## config.mk

```make
export PLATFORM = sky130hd
export DESIGN_NAME = mlp_layer_avmm_ctrl
export DESIGN_NICKNAME = d
export VERILOG_FILES = /design/src/rtl/mlp_layer_avmm_ctrl.sv
export SDC_FILE = /design/constraint.sdc
export NUM_CORES = 1
export LEC_CHECK = 0
export ABC_AREA = 1
export BUFFER_PORTS_ARGS = -buffer_cell sky130_fd_sc_hd__buf_2
export CAP_MARGIN = 20
export CORE_UTILIZATION = 41
export CTS_BUF_LIST = sky130_fd_sc_hd__clkbuf_8
export DETAILED_ROUTE_END_ITERATION = 12
export HOLD_SLACK_MARGIN = 0.08
export SYNTH_ARGS = -nofsm -noshare
export SYNTH_HDL_FRONTEND = slang
export SYNTH_SLANG_ARGS = --single-unit
```

## constraint.sdc

```tcl
create_clock -name clk -period 7.7 [get_ports clk]
set_input_delay 1.54 -clock clk [delete_from_list [all_inputs] [get_ports clk]]
set_output_delay 1.54 -clock clk [all_outputs]
set_load 0.01 [all_outputs]
```

## src/rtl/mlp_layer_avmm_ctrl.sv

```systemverilog
// Avalon-MM slave front-end for one mlp_hidden_layer core: input vector registers,
// run control FSM with timeout and sticky status, result snapshots and latency counter.

// Sequential MAC core: one input element per cycle; neuron n weight for input i is (i - 2n - 1).
module mlp_hidden_layer #(
  parameter int unsigned IN_DIM      = 4,
  parameter int unsigned DATA_W      = 8,
  parameter int unsigned ACC_W       = 16,
  parameter int unsigned HIDDEN_SIZE = 2
) (
  input  logic                          clk,
  input  logic                          rst_n,
  input  logic                          start,
  input  logic [IN_DIM*DATA_W-1:0]      bus_in,
  output logic [HIDDEN_SIZE*ACC_W-1:0]  hidden_out_dbg_flat,
  output logic                          hidden_all_done
);
  localparam int unsigned IDX_W = (IN_DIM > 1) ? $clog2(IN_DIM) : 1;

  logic [IN_DIM*DATA_W-1:0] x_q;
  logic [IDX_W-1:0]         idx_q;
  logic                     busy_q;
  logic                     done_q;
  logic [ACC_W-1:0]         acc_q [HIDDEN_SIZE];
  logic [ACC_W-1:0]         term  [HIDDEN_SIZE];
  logic signed [DATA_W-1:0] x_cur;

  function automatic logic signed [ACC_W-1:0] weight(input int unsigned n,
                                                     input logic [IDX_W-1:0] i);
    int w;
    w = int'(i) - 2 * int'(n) - 1;
    return ACC_W'(w);
  endfunction

  always_comb begin
    x_cur = x_q[32'(idx_q) * DATA_W +: DATA_W];
    for (int unsigned n = 0; n < HIDDEN_SIZE; n++) begin
      term[n] = ACC_W'(ACC_W'(x_cur) * weight(n, idx_q));
    end
  end

  always_ff @(posedge clk) begin
    if (!rst_n) begin
      x_q    <= '0;
      idx_q  <= '0;
      busy_q <= 1'b0;
      done_q <= 1'b0;
      for (int unsigned n = 0; n < HIDDEN_SIZE; n++) acc_q[n] <= '0;
    end else if (start) begin
      x_q    <= bus_in;
      idx_q  <= '0;
      busy_q <= 1'b1;
      done_q <= 1'b0;
      for (int unsigned n = 0; n < HIDDEN_SIZE; n++) acc_q[n] <= '0;
    end else if (busy_q) begin
      for (int unsigned n = 0; n < HIDDEN_SIZE; n++) acc_q[n] <= acc_q[n] + term[n];
      if (32'(idx_q) == IN_DIM - 1) begin
        busy_q <= 1'b0;
        done_q <= 1'b1;
      end else begin
        idx_q <= idx_q + IDX_W'(1);
      end
    end
  end

  always_comb begin
    for (int unsigned n = 0; n < HIDDEN_SIZE; n++) begin
      hidden_out_dbg_flat[n*ACC_W +: ACC_W] = acc_q[n];
    end
    hidden_all_done = done_q;
  end
endmodule

module mlp_layer_avmm_ctrl #(
  parameter int unsigned IN_DIM      = 4,
  parameter int unsigned DATA_W      = 8,
  parameter int unsigned ACC_W       = 16,
  parameter int unsigned HIDDEN_SIZE = 2,
  parameter int unsigned TIMEOUT     = 1024,
  parameter int unsigned ADDR_W      = 5
) (
  input  logic              clk,
  input  logic              reset,
  input  logic [ADDR_W+1:0] avmm_address,
  input  logic [31:0]       avmm_writedata,
  input  logic              avmm_write,
  input  logic              avmm_read,
  output logic [31:0]       avmm_readdata,
  output logic              avmm_waitrequest,
  output logic              irq
);
  localparam int unsigned IN_BITS   = IN_DIM * DATA_W;
  localparam int unsigned IN_WORDS  = (IN_BITS + 31) / 32;
  localparam int unsigned LAST_BITS = IN_BITS - 32 * (IN_WORDS - 1);
  localparam logic [31:0] LAST_MASK = 32'((64'd1 << LAST_BITS) - 64'd1);
  localparam int unsigned W_CTRL    = 0;
  localparam int unsigned W_CYCLES  = 1;
  localparam int unsigned W_FREE    = 2;
  localparam int unsigned W_ID      = 3;
  localparam int unsigned W_IN      = 4;
  localparam int unsigned W_RES     = 16;
  localparam logic [31:0] ID_WORD   = {8'(IN_DIM), 8'(HIDDEN_SIZE), 8'(DATA_W), 8'(ACC_W)};

  typedef enum logic [1:0] {S_IDLE, S_RUN, S_DONE} state_t;

  state_t      state_q, state_d;
  logic        start_q, start_d, start_dly_q;
  logic [31:0] cyc_q, cyc_d, cycles_q, cycles_d, free_q;
  logic        done_q, done_d, timeout_q, timeout_d;
  logic        overrun_q, overrun_d, irq_en_q, irq_en_d, irq_d;
  logic        snap_en, in_we;
  logic [31:0] in_words [IN_WORDS];
  logic [ACC_W-1:0] res_q [HIDDEN_SIZE];
  logic [31:0] res_ext [HIDDEN_SIZE];
  logic [32*IN_WORDS-1:0] in_flat;
  logic [HIDDEN_SIZE*ACC_W-1:0] core_out;
  logic        core_done, core_rst_n;
  logic [31:0] rd_data_c;
  int unsigned word_u;
  logic        ctrl_wr, in_wr, busy;
  logic        unused_addr_bits;

  function automatic logic [31:0] in_mask(input int unsigned k);
    return (k == IN_WORDS - 1) ? LAST_MASK : 32'hFFFF_FFFF;
  endfunction

  assign unused_addr_bits = ^avmm_address[1:0];
  assign avmm_waitrequest = 1'b0;
  assign core_rst_n       = ~reset;
  assign word_u           = 32'(avmm_address[ADDR_W+1:2]);
  assign ctrl_wr          = avmm_write && (word_u == W_CTRL);
  assign in_wr            = avmm_write && (word_u >= W_IN) && (word_u < W_IN + IN_WORDS);
  assign busy             = (state_q == S_RUN);

  always_comb begin
    for (int unsigned k = 0; k < IN_WORDS; k++) in_flat[32*k +: 32] = in_words[k];
  end

  mlp_hidden_layer #(
    .IN_DIM      (IN_DIM),
    .DATA_W      (DATA_W),
    .ACC_W       (ACC_W),
    .HIDDEN_SIZE (HIDDEN_SIZE)
  ) u_core (
    .clk                 (clk),
    .rst_n               (core_rst_n),
    .start               (start_q),
    .bus_in              (in_flat[IN_BITS-1:0]),
    .hidden_out_dbg_flat (core_out),
    .hidden_all_done     (core_done)
  );

  // Next-state and status update; a clear in the same CTRL write lands before any start.
  always_comb begin
    state_d   = state_q;
    start_d   = 1'b0;
    cyc_d     = cyc_q;
    cycles_d  = cycles_q;
    done_d    = done_q;
    timeout_d = timeout_q;
    overrun_d = overrun_q;
    irq_en_d  = irq_en_q;
    snap_en   = 1'b0;
    in_we     = 1'b0;

    if (ctrl_wr) begin
      irq_en_d = avmm_writedata[2];
      if (avmm_writedata[1]) begin
        done_d    = 1'b0;
        timeout_d = 1'b0;
        overrun_d = 1'b0;
      end
    end
    if (in_wr) begin
      if (busy) overrun_d = 1'b1;
      else      in_we     = 1'b1;
    end

    case (state_q)
      S_IDLE, S_DONE: begin
        if (ctrl_wr && avmm_writedata[0]) begin
          state_d = S_RUN;
          start_d = 1'b1;
          cyc_d   = 32'd1;
          done_d  = 1'b0;
        end
      end
      S_RUN: begin
        cyc_d = cyc_q + 32'd1;
        if (ctrl_wr && avmm_writedata[0]) overrun_d = 1'b1;
        // Core done may still be stale from a previous run during the first two cycles.
        if (core_done && !start_q && !start_dly_q) begin
          state_d  = S_DONE;
          snap_en  = 1'b1;
          cycles_d = cyc_q;
          done_d   = 1'b1;
        end else if (cyc_q == 32'(TIMEOUT)) begin
          state_d   = S_DONE;
          timeout_d = 1'b1;
          done_d    = 1'b1;
        end
      end
      default: state_d = S_IDLE;
    endcase

    irq_d = done_d & irq_en_d;
  end

  always_comb begin
    for (int unsigned n = 0; n < HIDDEN_SIZE; n++) res_ext[n] = 32'(signed'(res_q[n]));
  end

  // Read mux; unmapped words return a recognisable marker.
  always_comb begin
    rd_data_c = 32'hDEAD_CAFE;
    if (word_u == W_CTRL)   rd_data_c = {27'd0, irq_en_q, overrun_q, timeout_q, done_q, busy};
    if (word_u == W_CYCLES) rd_data_c = cycles_q;
    if (word_u == W_FREE)   rd_data_c = free_q;
    if (word_u == W_ID)     rd_data_c = ID_WORD;
    for (int unsigned k = 0; k < IN_WORDS; k++) begin
      if (word_u == W_IN + k) rd_data_c = in_words[k];
    end
    for (int unsigned n = 0; n < HIDDEN_SIZE; n++) begin
      if (word_u == W_RES + n) rd_data_c = res_ext[n];
    end
  end

  always_ff @(posedge clk) begin
    if (reset) begin
      state_q       <= S_IDLE;
      start_q       <= 1'b0;
      start_dly_q   <= 1'b0;
      cyc_q         <= '0;
      cycles_q      <= '0;
      free_q        <= '0;
      done_q        <= 1'b0;
      timeout_q     <= 1'b0;
      overrun_q     <= 1'b0;
      irq_en_q      <= 1'b0;
      irq           <= 1'b0;
      avmm_readdata <= '0;
      for (int unsigned k = 0; k < IN_WORDS; k++) in_words[k] <= '0;
      for (int unsigned n = 0; n < HIDDEN_SIZE; n++) res_q[n] <= '0;
    end else begin
      state_q       <= state_d;
      start_q       <= start_d;
      start_dly_q   <= start_q;
      cyc_q         <= cyc_d;
      cycles_q      <= cycles_d;
      free_q        <= free_q + 32'd1;
      done_q        <= done_d;
      timeout_q     <= timeout_d;
      overrun_q     <= overrun_d;
      irq_en_q      <= irq_en_d;
      irq           <= irq_d;
      avmm_readdata <= avmm_read ? rd_data_c : 32'd0;
      for (int unsigned k = 0; k < IN_WORDS; k++) begin
        if (in_we && (word_u == W_IN + k)) in_words[k] <= avmm_writedata & in_mask(k);
      end
      if (snap_en) begin
        for (int unsigned n = 0; n < HIDDEN_SIZE; n++) res_q[n] <= core_out[n*ACC_W +: ACC_W];
      end
    end
  end
endmodule

```

==> flow_metrics.tcl, run 1 <==
set metrics [dict create \
    irDropWorstVdd_mv 0.101 \
    postCtsSetupBuffers 0 \
    root_buffer "clkbuf_8" \
    drt-wirelength-per-cell_microns 17.1 \
    clock-skew-final_ps 40.8 \
    place_ws_ps 1320 \
    cts_buffers 48 \
    leakagePower_uw 0.00808 \
    critPathBufInv 5 \
    route.detailed.drc 0 \
    crit_cells 21 \
    diodes 0 \
    start_util_pct 41.8 \
    slew_headroom_pct 47.9 \
    cts_hold_buf 0 \
    hold_depth 2 \
    cp-end-kind "register" \
    ys.warnings.count 0 \
    routabilityCongestion 0.891 \
    avgSynthCellArea_sq_um 8.17 \
    cts.sinks 269 \
    rsz0062_at_grt "no" \
    dieArea_sq_um 40400 \
    cp.required_ps 8060 \
    io_buffers 73 \
    grtUsageTotal_pct 22.8 \
    hpwl_mm 33.8 \
    grt_pass1_vias 13100 \
    syn_area_sq_um 16200 \
    ys_ff_latch 269 \
    slew_viol_final 0 \
    ys_types 62 \
    synth-seq-area-share_pct 39.1 \
    setup_violations 0 \
    fin_crit_sh_pct 84.0 \
    worstPathCellList "inv_2 -> nand2_2 -> nand3_2 -> nand2_4 -> inv_1 -> nor2_1 -> inv_1 -> fa_1 -> inv_1 -> fa_1 -> fa_1 -> fa_1 -> fa_1 -> ha_1 -> inv_1 -> nor4_1 -> nand3b_1 -> o2111ai_1 -> nand2_1 -> nand2_1 -> nor2_2" \
    ant_nets 0 \
    fmax_mhz 155 \
    final_area_sq_um 18100 \
    critPathSlowestCell "dfxtp_1" \
    cp-start-kind "register" \
    netlist_instances 1987 \
    coreArea_sq_um 38800 \
    synthFlopType "dfxtp_1" \
    critical_path.top_delay_family "adder cells" \
    arrival_ps 6830 \
    die_y_microns 201 \
    final_net_count 2259 \
    cts-resized-gates 0 \
    outcome "finished clean" \
    grt_max_degree 65 \
    setup_tns_ps 0 \
    async_flop_share_pct 0 \
    ios 77 \
    area_growth_pct 11.7 \
    drt_iter0_drc 916 \
    hold_viol 0 \
    crit_type "reg2reg" \
    hp-class "reg2reg" \
    clock_latency_ps 620 \
    synth_compound_area_share_pct 14.0 \
    dp_cells 2532 \
    cpPeakStageDelay_ps 780 \
    drive_gt1_share_pct 11.8 \
    fin_crit_ps 6470 \
    synthAdderAreaFrac_pct 15.1 \
    synthMuxAreaShare_pct 0 \
    num_rows 72 \
    via_count 13500 \
    critPathMaxFanout 21 \
    path_common_cell "fa_1" \
    cts_buffer_depth 3 \
    stdcell_count 2621 \
    cts_max_level 2 \
    dr.pass1.iters 5 \
    synth_top_family_by_area "simple AND/OR/NAND/NOR gates" \
    routed_via_density 5.15 \
    placedInstanceArea_sq_um 17100 \
    overflow 0 \
    synth_fp_nets 2182 \
    grt_pass1_wl_mm 72.4 \
    fin_ws_ps 1230 \
    p_per_area_nw_per_um2 181 \
    maxCapViolations 0 \
    cts_tree "built" \
    die_w_microns 201 \
    drt_wl_total_mm 44.9 \
    synth_edf_count 96 \
    power_uw 3290 \
    antenna_found_initial 0 \
    tightest_slew_ps 780 \
    clkTransAtPathRegs_ps 60 \
    synth-xor-area-share_pct 1.02 \
    synth-simple-area-share_pct 20.4 \
    r2r_cells 21 \
]
worst paths after layout:
check / start / slack [ps] / endpoint
worst min register to register: overrun_q / 470 / overrun_q
worst min-delay path: overrun_q / 470 / overrun_q
worst max-delay path: u_core.idx_q[0] / 1230 / u_core.acc_q[0][31]
worst max register to register: u_core.idx_q[0] / 1230 / u_core.acc_q[0][31]
power breakdown:
group / internal, uW / leakage, uW / switching [uW]
Combinational: 98.6 / 0.00508 / 205
Sequential: 1500 / 0.00240 / 13.0
Clock: 845 / 0.000595 / 634
Total: 2440 / 0.00808 / 852
logic make-up after synthesis:
| kind of cell | count (synthesis) |
|---|---|
| xor gates and xnor gates | 19 |
| other | 1 |
| buffers and inverters | 431 |
| and+or+nand+nor | 733 |
| adders and majority gates | 152 |
| AOI/OAI and AO/OA | 382 |
| DFF | 269 |
metal layers:
metal / GRT usage [%] / part of all wire, %
met2: 36.0 / 45
met3: 3.02 / 5.4
met1: 32.0 / 47
met4: 7.63 / 2.7
met5: 0 / 0
state kept, by name, indices dropped and copies added, names as in the netlist, 2 cells and up:
register       count
u_core.x_q        32
u_core.acc_q      32
res_q             32
cyc_q             32
in_words          32
u_core.idx_q       2
state_q            2
avmm_readdata     32
free_q            32
cycles_q          32
tightest hold or removal path: stages (launching register included):
cell and delay, ps:
dfxtp_1 310, nand2_1 60, a21oi_1 60
synth_stat cells, drive strengths merged (2+ instances only):
cell | number | share of area [%]
nor2 | 213 | 5.6
a21oi | 109 | 3.4
a211oi | 4 | 0.18
o21ai | 125 | 3.9
edfxtp | 96 | 18
clkbuf | 34 | 0.79
xor2 | 12 | 0.65
xnor2 | 7 | 0.38
or2 | 5 | 0.19
dfxtp | 173 | 21
o21a | 10 | 0.46
nor3 | 35 | 1.1
nor4 | 11 | 0.42
a31oi | 16 | 0.62
o21bai | 4 | 0.18
a21o | 8 | 0.37
o211ai | 23 | 1.1
o22ai | 55 | 2.1
buf | 27 | 1.1
or3 | 2 | 0.077
o221ai | 3 | 0.16
nand3 | 80 | 2.8
nor3b | 7 | 0.39
fa | 73 | 9.0
and3 | 3 | 0.12
ha | 79 | 6.1
nand3b | 3 | 0.14
nand2 | 347 | 8.5
nand4 | 27 | 1.2
a22o | 10 | 0.54
a221oi | 8 | 0.62
inv | 369 | 8.5
final cells by class:
class,instances,area [sq um]
Sequential cell,269,6350
Clock inverter,32,278
Clock buffer,57,785
Multi-Input combinational cell,1287,8220
Tap cell,518,648
Timing Repair Buffer,88,478
Inverter,370,1390
Fill cell,3885,20700
per-stage QoR:
| stage | hold WS [ps] | util (%) |
|---|---|---|
| after floorplan | 428 | - |
| after global placement | 446 | 44.0 |
| after detailed placement | 459 | 44.0 |
| after CTS | 469 | 46.7 |
| after global routing | 493 | 46.7 |
| final | 469 | 46.7 |
cells in the final DEF, fill, tap and decap left out, types with 7 or more instances in the layout:
cell type,count
edfxtp_1,96
nor2_2,12
a22o_1,10
nor2_4,8
buf_4,15
a31oi_1,16
inv_2,12
fa_1,73
a21oi_1,108
o22ai_1,55
o21ai_1,10
xor2_1,12
nor2_1,192
nor3_1,33
clkinv_2,13
nand2_2,19
ha_1,79
inv_1,368
nand3_2,9
o211ai_1,23
nand3_1,70
o21a_1,10
o21ai_0,113
a21o_1,8
clkbuf_8,57
buf_2,73
nand4_1,25
xnor2_1,7
nor4_1,11
nand2_1,325
dfxtp_1,173
Power figures use the tool's default switching activity.
==> inputs of run 2 (changes only) <==
clock period = 5.2 ns   (was 7.7 ns; I/O delays follow)
==> run 2 against run 1 <==
The run now ends with negative setup slack left. Routed wire length rose by 2.8%. Largest power group is now the clock network. Die area did not move. Critical path type unchanged. Combinational power rose by 62%.
==> flow_metrics.tcl, run 2 (synthesis gave the netlist of run 1 again) <==
set metrics [dict create \
    p_switching_uw 1310 \
    cts_buffers 50 \
    cp-end-kind "register" \
    cp-start-kind "register" \
    diodes 0 \
    slew_viol_final 0 \
    route.detailed.drc 0 \
    p_per_area_nw_per_um2 264 \
    dr.pass1.iters 10 \
    irDropWorstVdd_mv 0.233 \
    fmax_mhz 191 \
    grtUsageTotal_pct 22.9 \
    n_fill_cell 3774 \
    io_buffers 73 \
    stdcell_count 2719 \
    routabilityCongestion 0.880 \
    layout_common_cells "inv_1 (360), nand2_1 (318), nor2_1 (187)" \
    critPathMaxFanout 7 \
    ant_nets 0 \
    critPathSlowestCell "fa_1" \
    via_count 13900 \
    routed_via_density 5.11 \
    hold_slack_ps 462 \
    cts.sinks 269 \
    slew_headroom_pct 49.4 \
    violations "negative setup slack" \
    final_area_sq_um 19300 \
    p_comb_share_pct 9.7 \
    grt_pass1_wl_mm 72.5 \
    leakagePower_uw 0.00862 \
    hpwl_mm 34.7 \
    antenna_found_initial 1 \
    setup_tns_ps -38.4 \
    hp-class "reg2reg" \
    cts_tree "built" \
    power_uw 5090 \
    drt_iter0_drc 928 \
    p_int_uw 3780 \
    ios 77 \
    clock_power_share_pct 46.4 \
    area_growth_pct 18.7 \
    clkTransAtPathRegs_ps 60 \
    setup_violations 2 \
    cpPeakStageDelay_ps 560 \
    switching_share_pct 25.8 \
    root_buffer "clkbuf_8" \
    drt_wl_total_mm 46.2 \
    grt_max_degree 65 \
    start_util_pct 41.8 \
    grt_pass1_vias 13400 \
    cts_buffer_depth 3 \
    clock_latency_ps 640 \
    fin_ws_ps -34.3 \
    die_y_microns 201 \
    coreArea_sq_um 38800 \
    cp.required_ps 5670 \
    final_net_count 2354 \
    maxCapViolations 0 \
    worstPathCellList "buf_6 -> a21oi_2 -> o21ai_1 -> nand2_2 -> nor2_4 -> inv_2 -> fa_1 -> buf_6 -> fa_1 -> inv_2 -> fa_1 -> fa_1 -> fa_1 -> ha_4 -> inv_4 -> buf_6 -> o21ai_4 -> nand3_2 -> nand2_2 -> a21oi_2 -> o211ai_1 -> o21ai_1 -> a21oi_1" \
    drt-wirelength-per-cell_microns 17.0 \
    arrival_ps 5710 \
    drive_gt1_share_pct 18.0 \
    cts_hold_buf 0 \
    dieArea_sq_um 40400 \
    placedInstanceArea_sq_um 17700 \
    die_w_microns 201 \
    sequentialPowerShare_pct 43.9 \
    overflow 0 \
    crit_type "reg2reg" \
    fin_crit_sh_pct 101 \
    rsz0062_at_grt "yes" \
    num_rows 72 \
    tightest_slew_ps 757 \
    final_common_cell "inv_1" \
    path_common_cell "fa_1" \
    outcome "complete, but fails checks" \
    fin_crit_ps 5230 \
    clock-skew-final_ps 38.6 \
    dp_cells 2613 \
    hold_viol 0 \
    cts_max_level 2 \
]
-- run 2: worst max-delay path, delay by kind of cell, from the launching register on --
family / cells / cell delay (ps)
AO/OA/AOI/OAI: 7 / 820
adder cells (fa/ha/maj): 6 / 2840
buffers and inverters: 6 / 530
flip-flops: 1 / 410
AND/OR/NAND/NOR: 4 / 490
-- run 2: power groups by stage --
stage / Sequential (uW) / Clock (uW) / Combinational, uW
5_1_grt: 2240 / 2510 / 550
3_5_place_dp: 2280 / 0 / 467
2_1_floorplan: 2280 / 0 / 301
4_1_cts: 2230 / 2410 / 473
3_3_place_gp: 2280 / 0 / 464
6_report: 2230 / 2360 / 493
-- run 2: layer usage --
| layer | part of all wire (%) | GRT usage [%] | wire [microns] | vias up |
|---|---|---|---|---|
| met1 | 47 | 31.9 | 21700 | 6610 |
| met2 | 46 | 36.8 | 21200 | 371 |
| met5 | 0 | 0 | 0 | - |
| met4 | 2.1 | 7.22 | 949 | 0 |
| met3 | 5.0 | 3.02 | 2310 | 56 |
| li1 | - | - | - | 6863 |
-- run 2: area by class of cell --
class | instances | area [sq um] | area share [%]
Clock inverter | 32 | 313 | 1.62
Multi-Input combinational cell | 1287 | 8490 | 44.0
Tap cell | 518 | 648 | 3.36
Clock buffer | 62 | 853 | 4.42
Inverter | 370 | 1400 | 7.24
Sequential cell | 269 | 6350 | 32.9
Timing Repair Buffer | 181 | 1230 | 6.40
-- run 2: timing repair --
item / 4_1_cts / 5_1_grt
buffers inserted: 4 / 8
endpoints found under the setup margin: 7 / 11
hold endpoints to repair: 0 / 0
pin swaps: 18 / 27
gates resized for setup: 29 / 44
cloned: 1 / 0
-- run 2: path summary, 6_finish.rpt --
| check | endpoint | startpoint | cells past startpoint | slack [ps] |
|---|---|---|---|---|
| setup / recovery | u_core.acc_q[0][28] | u_core.idx_q[0] | 23 | -30 |
| hold / removal | u_core.x_q[5] | u_core.x_q[5] | 2 | 460 |
| hold reg to reg | u_core.x_q[5] | u_core.x_q[5] | 2 | 460 |
| setup reg to reg | u_core.acc_q[0][28] | u_core.idx_q[0] | 23 | -30 |
-- run 2: per-stage QoR --
| stage | util (%) | setup slack [ps] |
|---|---|---|
| finish | 49.7 | -34.3 |
| global placement | 45.7 | -121 |
| floorplan | - | -20.5 |
| global route | 49.7 | -240 |
| detailed placement | 45.7 | -145 |
| CTS | 49.0 | 0.391 |
==> inputs of run 3 (changes only) <==
RECOVER_POWER = 100   (was unset)
==> run 3 against run 2 <==
The flow finishes with violations (max-capacitance violations, max-slew violations, negative setup slack). Utilization about the same. Sequential share of layout area barely moved. Largest power group unchanged. Critical endpoint unchanged. Fmax hardly changed. Final cell count unchanged. Sequential power about the same.
==> flow_metrics.tcl, run 3 (synthesis gave the netlist of run 1 again) <==
set metrics [dict create \
    outcome "complete, but fails checks" \
    violations "max-capacitance violations, max-slew violations, negative setup slack" \
    cpPeakStageDelay_ps 560 \
    placedInstanceArea_sq_um 17700 \
    cts_hold_buf 0 \
    ios 77 \
    critPathMaxFanout 7 \
    die_w_microns 201 \
    root_buffer "clkbuf_8" \
    clock_latency_ps 640 \
    fin_crit_sh_pct 101 \
    final_area_sq_um 19300 \
    critPathSlowestCell "fa_1" \
    tightest_slew_ps 2580 \
    cp-end-kind "register" \
    die_y_microns 201 \
    drt-wirelength-per-cell_microns 17.0 \
    final_common_cell "inv_1" \
    cts_tree "built" \
    num_rows 72 \
    diodes 0 \
    cp.required_ps 5670 \
    setup_violations 2 \
    slew_viol_final 49 \
    n_fill_cell 3775 \
    setup_tns_ps -35.1 \
    start_util_pct 41.8 \
    dieArea_sq_um 40400 \
    area_growth_pct 18.6 \
    io_buffers 73 \
    hold_slack_ps 463 \
    cts_buffer_depth 3 \
    crit_type "reg2reg" \
    layout_common_cells "inv_1 (360), nand2_1 (318), nor2_1 (187)" \
    worstPathCellList "buf_6 -> a21oi_2 -> o21ai_1 -> nand2_2 -> nor2_4 -> inv_2 -> fa_1 -> buf_6 -> fa_1 -> inv_2 -> fa_1 -> fa_1 -> fa_1 -> ha_4 -> inv_4 -> buf_6 -> o21ai_4 -> nand3_2 -> nand2_2 -> a21oi_2 -> o211ai_1 -> o21ai_1 -> a21oi_1" \
    routed_via_density 5.11 \
    hpwl_mm 34.7 \
    grt_pass1_vias 13400 \
    critPathBufInv 6 \
    dr.pass1.iters 5 \
    coreArea_sq_um 38800 \
    cts_max_level 2 \
    fin_util_pct 49.6 \
    critical_path.top_delay_family "adder cells" \
    via_count 13900 \
    clock-skew-final_ps 38.5 \
    cts_buffers 50 \
    cp-start-kind "register" \
    irDropWorstVdd_mv 0.233 \
    clkTransAtPathRegs_ps 60 \
    hold_viol 0 \
    route.detailed.drc 0 \
    drt_iter0_drc 884 \
    final_net_count 2354 \
    fmax_mhz 191 \
    overflow 0 \
    cts.sinks 269 \
    grt_pass1_wl_mm 72.5 \
    drt_wl_total_mm 46.1 \
    hp-class "reg2reg" \
    ant_nets 0 \
    maxCapViolations 1 \
    antenna_found_initial 1 \
    p_per_area_nw_per_um2 264 \
    routabilityCongestion 0.880 \
    leakagePower_uw 0.00860 \
    grtUsageTotal_pct 22.9 \
    fin_ws_ps -32.6 \
    fin_crit_ps 5230 \
    arrival_ps 5710 \
    path_common_cell "fa_1" \
    grt_max_degree 65 \
    drive_gt1_share_pct 17.9 \
    slew_headroom_pct -72.2 \
    rsz0062_at_grt "yes" \
]
run 3: cell count changes in the layout (fill, tap and decap cells not counted), sizes merged:
cell	previous run	this run
clkbuf	62	66
buf	181	177
run 3: power by group:
group	switching (uW)	internal, uW	leakage, uW	total (uW)
combinational	320	172	0.00556	492
clock	976	1390	0.000643	2360
sequential	19.2	2220	0.00241	2230
total	1310	3780	0.00860	5090
run 3: stage by stage:
step / worst slack [ps] / total power [uW] / cells
final: -32.6 / 5090 / 2719
after global routing: -240 / 5290 / 2719
after global placement: -121 / 2740 / 2613
after CTS: 0.391 / 5120 / 2712
after floorplan: -20.5 / 2580 / 1987
after detailed placement: -145 / 2750 / 2613
run 3: final timing paths:
check / from / cells after the start / to / slack [ps]
worst max-delay path: u_core.idx_q[0] / 23 / u_core.acc_q[0][28] / -30
worst min-delay path: u_core.x_q[5] / 2 / u_core.x_q[5] / 460
worst max register to register: u_core.idx_q[0] / 23 / u_core.acc_q[0][28] / -30
worst min register to register: u_core.x_q[5] / 2 / u_core.x_q[5] / 460
run 3: metal layers:
layer,wire length [microns],global-route usage [%],vias up,part of all wire [%]
met3,2510,3.02,56,5.4
met5,0,0,-,0
met4,929,7.22,0,2.0
li1,-,-,6864,-
met2,21200,36.8,394,46
met1,21500,31.9,6576,47
run 3: tightest hold or removal path: stages, from the launching register on:
cell and delay, ps:
dfxtp_1 330, nand2_1 50, o21ai_0 50
run 3: layout make-up:
type / count / area [sq um] / area share (%)
repair buffers: 181 / 1220 / 6.34
flip-flops and latches: 269 / 6350 / 33.0
well taps: 518 / 648 / 3.36
inverters: 370 / 1400 / 7.25
multi-input cells: 1287 / 8490 / 44.0
clock inverters: 32 / 313 / 1.62
clock buffers: 62 / 853 / 4.43
run 3: timing repair:
action,in CTS,in global routing
gates resized for setup,29,44
pin swaps,18,27
setup endpoints to repair,7,11
gates cloned,1,0
buffers inserted,4,8
endpoints found under the hold margin,0,0
